===== config.mk =====
export PLATFORM = sky130hd
export DESIGN_NAME = uart_char_rx
export DESIGN_NICKNAME = d
export VERILOG_FILES = /design/src/rtl/uart_char_rx.sv
export SDC_FILE = /design/constraint.sdc
export NUM_CORES = 1
export LEC_CHECK = 0
export BUFFER_PORTS_ARGS = -buffer_cell sky130_fd_sc_hd__clkbuf_2
export CAP_MARGIN = 20
export CORE_MARGIN = 2
export CORE_UTILIZATION = 35
export CTS_BUF_LIST = sky130_fd_sc_hd__clkbuf_8
export CTS_CLUSTER_DIAMETER = 200
export CTS_CLUSTER_SIZE = 30
export DETAILED_ROUTE_END_ITERATION = 12
export PLACE_DENSITY_LB_ADDON = 0.15
export SYNTH_ARGS = -nofsm -noshare
export SYNTH_HDL_FRONTEND = slang
export SYNTH_SLANG_ARGS = --single-unit

===== constraint.sdc =====
create_clock -name clk -period 2.7 [get_ports clk]
set_input_delay 0.27 -clock clk [delete_from_list [all_inputs] [get_ports clk]]
set_output_delay 0.27 -clock clk [all_outputs]
set_load 0.02 [all_outputs]

===== src/rtl/uart_char_rx.sv =====
// 8N1 serial receiver feeding the character display: mid-bit sampling, CR->LF mapping,
// NUL suppression and a saturating framing-error counter.
module uart_char_rx #(
  parameter int unsigned CLKS_PER_BIT = 217,
  parameter bit          CR_TO_LF     = 1'b1
) (
  input  logic       clk,
  input  logic       rst,
  input  logic       rx,
  output logic [7:0] char_data,
  output logic       data_valid,
  output logic       framing_err,
  output logic [7:0] err_cnt,
  output logic       busy
);

  localparam logic [15:0] BIT_LAST = 16'(CLKS_PER_BIT - 1);
  localparam logic [15:0] HALF_M1  = 16'(CLKS_PER_BIT / 2 - 1);

  typedef enum logic [2:0] {
    IDLE,
    START,
    DATA,
    STOP,
    BREAK
  } state_t;

  state_t      state, state_d;
  logic [1:0]  sync;
  logic        rx_s;
  logic [15:0] bit_cnt, bit_cnt_d;
  logic [2:0]  bit_idx, bit_idx_d;
  logic [7:0]  shreg, shreg_d;
  logic        emit, ferr;

  assign rx_s = sync[1];
  assign busy = (state != IDLE);

  // NOTE: every signal written here gets a default first, so no path leaves one unassigned
  // and no latch is inferred.
  always_comb begin
    state_d   = state;
    bit_cnt_d = bit_cnt;
    bit_idx_d = bit_idx;
    shreg_d   = shreg;
    emit      = 1'b0;
    ferr      = 1'b0;
    unique case (state)
      IDLE: begin
        if (!rx_s) begin
          state_d   = START;
          bit_cnt_d = '0;
        end
      end
      START: begin
        // Re-check the line at mid start bit; a high here was a glitch.
        if (bit_cnt == HALF_M1) begin
          bit_cnt_d = '0;
          bit_idx_d = '0;
          state_d   = rx_s ? IDLE : DATA;
        end else begin
          bit_cnt_d = bit_cnt + 16'd1;
        end
      end
      DATA: begin
        if (bit_cnt == BIT_LAST) begin
          bit_cnt_d        = '0;
          shreg_d[bit_idx] = rx_s;
          if (bit_idx == 3'd7) state_d = STOP;
          else                 bit_idx_d = bit_idx + 3'd1;
        end else begin
          bit_cnt_d = bit_cnt + 16'd1;
        end
      end
      STOP: begin
        if (bit_cnt == BIT_LAST) begin
          bit_cnt_d = '0;
          if (rx_s) begin
            emit    = 1'b1;
            state_d = IDLE;
          end else begin
            ferr    = 1'b1;
            state_d = BREAK;
          end
        end else begin
          bit_cnt_d = bit_cnt + 16'd1;
        end
      end
      BREAK: begin
        // Hold here for the whole low period so a break counts as one error.
        if (rx_s) state_d = IDLE;
      end
      default: state_d = IDLE;
    endcase
  end

  // NOTE: sequential state uses non-blocking assignments so all flops update together.
  always_ff @(posedge clk or negedge rst) begin
    if (!rst) begin
      sync        <= 2'b11;
      state       <= IDLE;
      bit_cnt     <= '0;
      bit_idx     <= '0;
      shreg       <= '0;
      char_data   <= 8'h20;
      data_valid  <= 1'b0;
      framing_err <= 1'b0;
      err_cnt     <= '0;
    end else begin
      sync        <= {sync[0], rx};
      state       <= state_d;
      bit_cnt     <= bit_cnt_d;
      bit_idx     <= bit_idx_d;
      shreg       <= shreg_d;
      data_valid  <= emit && (shreg != 8'h00);
      framing_err <= ferr;
      if (emit && (shreg != 8'h00))
        char_data <= (CR_TO_LF && (shreg == 8'h0D)) ? 8'h0A : shreg;
      if (ferr && (err_cnt != 8'hFF))
        err_cnt <= err_cnt + 8'd1;
    end
  end

endmodule


==> impl_metrics.csv <==
group,metric,value,unit
status,run_status,"finished, final reports clean",
detailed_routing,dr.pass1.iters,4,
critical_path,ff2ff_setup_slack,0.12,ns
detailed_routing,post-route-drc-count,0,
hold_path,hp-class,"in -> async",
cts,numCtsBuffers,5,
floorplanning,die_w,89.38,um
logic_synthesis,seq_area_frac_synth,49.19,%
logic_synthesis,synth_top_area_share,46.10,%
cts,root_buffer,"clkbuf_8",
logic_synthesis,ys_async_sr_fraction,100.0,%
sta,skew,0.009802,ns
final_layout,n_antenna_cell,0,
detailed_routing,wl_per_cell,13.65,um
detailed_routing,drtAntennaViolNets,0,
sta,hold_viol_final,0,
sta,slew_headroom,46.07,%
placed_design,dp_hpwl,3.662,mm
critical_path,path_class,"reg -> reg",
logic_synthesis,synth-seq-cells,50,
critical_path,timing.rr.start,"bit_cnt[13]",
detailed_routing,via_per_inst,5.132,
floorplanning,io_pins,22,
critical_path,arrival,2.77,ns
final_layout,layout.nets,288,
critical_path,cp_slowest_cell,"a2111o_1",
logic_synthesis,ys_warn_count,0,
global_routing,track_usage,14.76,%
placed_design,gp_congestion,0.7598,
floorplanning,dieArea,0.007988,mm2
logic_synthesis,syn-mean-instance-area,10.20,um2
logic_synthesis,ys_top_cells_by_area,"dfrtp_1 46%, mux2_2 5.3%, nand2_1 3.5%",
sta,max_freq,387.0,MHz
global_routing,use_met2,23.70,%
cts,cts_sinks,50,
placed_design,io_buffers,21,
cts,htree_num_levels,2,
power,ir_worst_vdd,0.1562,mV
logic_synthesis,synth-main-ff-cell,"dfrtp_1",
power,powerDensity,414.2,mW/mm2
sta,setup_violations,0,
power,leakage,1.383,nW
sta,drv_slew,0,
critical_path,cp-endpoint,"char_data[7]",
cts,clkTransAtPathRegs,0.09,ns
global_routing,grt_use_met1,20.23,%
detailed_routing,initialDrtViolationCount,93,
run,maxCapViolCount,0,
cts,cts_tree,"yes",
final_layout,drive_above_1_share,23.13,%
logic_synthesis,yosys.area.top_type,"dfrtp_1",
global_routing,grt_use_met3,3.047,%
critical_path,rr_worst_depth,4,
critical_path,start_kind,"flip-flop",
sta,rsz0062_at_grt,"no",
critical_path,critPathLaunch,"bit_cnt[13]",
global_routing,grt_pass1_wl,9.239,mm
logic_synthesis,netlist_instances,250,
floorplanning,row_count,31,
global_routing,first_global_vias,1919,
critical_path,cp_max_fo,9,
logic_synthesis,syn_area,0.002551,mm2
cts,cts_hold_buf,0,
final_layout,area_delta_synth_final,14.91,%
floorplanning,core,0.007137,mm2
cts,cts_resized,0,
global_routing,grt_antenna_before_repair,0,
logic_synthesis,syn-num-nets,258,
cts,clock_latency,0.30,ns
sta,tns,0,ns
global_routing,grt_remaining_overflow,0,
critical_path,max_stage_delay,0.59,ns
critical_path,worst_setup_path_end_kind,"flip-flop",
final_layout,nFillCells,734,
critical_path,path_cells,"or4_1 -> or4_1 -> a2111o_1 -> mux2_4",
logic_synthesis,synth_edf_count,0,
critical_path,cp.required,2.89,ns
cts,post-cts-setup-buffers,0,
sta,period_needed,2.584,ns
logic_synthesis,yosys.cell_types.count,40,
sta,worst_pin_slew,0.8089,ns
floorplanning,initial_core_util,35.75,%
cts,clk_path_buf_depth,2,
floorplanning,die_y,89.38,um
sta,hold_ws,0.04021,ns
detailed_routing,via_count,1950,
sta,fin_crit_sh,95.69,%
critical_path,reg2reg_to,"char_data[7]",
critical_path,path_common_cell,"or4_1",
global_routing,busiest_layer,"met2",
detailed_routing,drt-total-wl,5.188,mm
logic_synthesis,ys_top_cells_by_count,"47 x dfrtp_1, 24 x nand2_1, 14 x nor2_1",
logic_synthesis,synth.most_common_cell,"dfrtp_1",
global_routing,grt_max_degree,34,
==> worst max-delay path, delay by kind of cell, from the launching register on <==
family          cells  cell delay [ns]
mux                 1             0.37
simple gates        2             1.12
flops               1             0.39
compound gates      1             0.59
==> where the power goes <==
group | switching (mW) | leakage, nW | internal [mW]
registers | 0.00345 | 0.673 | 0.751
logic | 0.0159 | 0.665 | 0.00297
clock network | 0.258 | 0.0441 | 0.183
==> final cells by class <==
type,count,area (um2),area share (%)
Clock inverter,3,21.27,0.7256
Tap cell,99,123.9,4.225
Timing Repair Buffer,36,217.7,7.426
Multi-Input combinational cell,180,1219,41.57
Sequential cell,50,1255,42.81
Inverter,7,26.28,0.8963
Clock buffer,5,68.82,2.347
==> sequential cells by signal, indices dropped and copies added, names as in the netlist <==
register	cells
char_data	8
bit_cnt	16
state	3
data_valid	1
framing_err	1
sync	2
bit_idx	3
shreg	8
err_cnt	8
==> cell families (layout without fill, tap and decap cells) <==
group           after synthesis  in the layout  synth area share, %
compound gates               48             48                12.95
xor+xnor                      8              8                2.746
fa+ha+maj                     5              5                2.452
buf+inv                      20             51                3.335
flops                        50             50                49.19
mux                          16             16                7.651
simple gates                103            103                21.68
==> how the worst min path moves through the flow <==
stage | from | depth (start not counted) | to
floorplan | rst | 0 | bit_cnt[0]
global placement | sync[0] | 0 | sync[1]
detailed placement | sync[0] | 0 | sync[1]
CTS | rx | 1 | sync[0]
global route | rx | 1 | sync[0]
finish | rst | 1 | err_cnt[3]
==> metal layers <==
metal | vias up | wire [um]
met3 | 4 | 126
li1 | 977 | -
met4 | 0 | 46
met5 | - | 0
met2 | 23 | 2504
met1 | 946 | 2509
==> cell usage in the layout, fill, tap and decap left out, drive strengths merged, types with 2 or more instances in the layout <==
cell and instances:
a211oi 2, a21o 7, a21oi 10, a22o 9
a31oi 6, and3 5, and4 3, buf 15
clkbuf 26, clkinv 2, dfrtp 47, dfstp 3
ha 5, inv 7, mux2 16, nand2 24
nand2b 4, nand3 13, nand3b 4, nand4 6
nor2 14, nor2b 3, nor3 6, nor3b 2
nor4 9, o21ai 8, or3 3, or4 4
xnor2 4, xor2 4
==> per-stage QoR <==
| stage | power [mW] | worst slack, ns | cells | util [%] | instance area (um2) |
|---|---|---|---|---|---|
| final | 1.214 | 0.1163 | 380 | 41.08 | 2932 |
| after detailed placement | 0.7901 | 0.1279 | 372 | 39.81 | 2841 |
| after global routing | 1.280 | 0.01977 | 380 | 41.08 | 2932 |
| after global placement | 0.7901 | 0.1789 | 372 | 39.81 | 2841 |
| after floorplan | 0.7707 | 0.04352 | 250 | - | 2551 |
| after CTS | 1.241 | 0.1039 | 380 | 41.08 | 2932 |
Note: power is estimated with default switching activity, not from simulation.
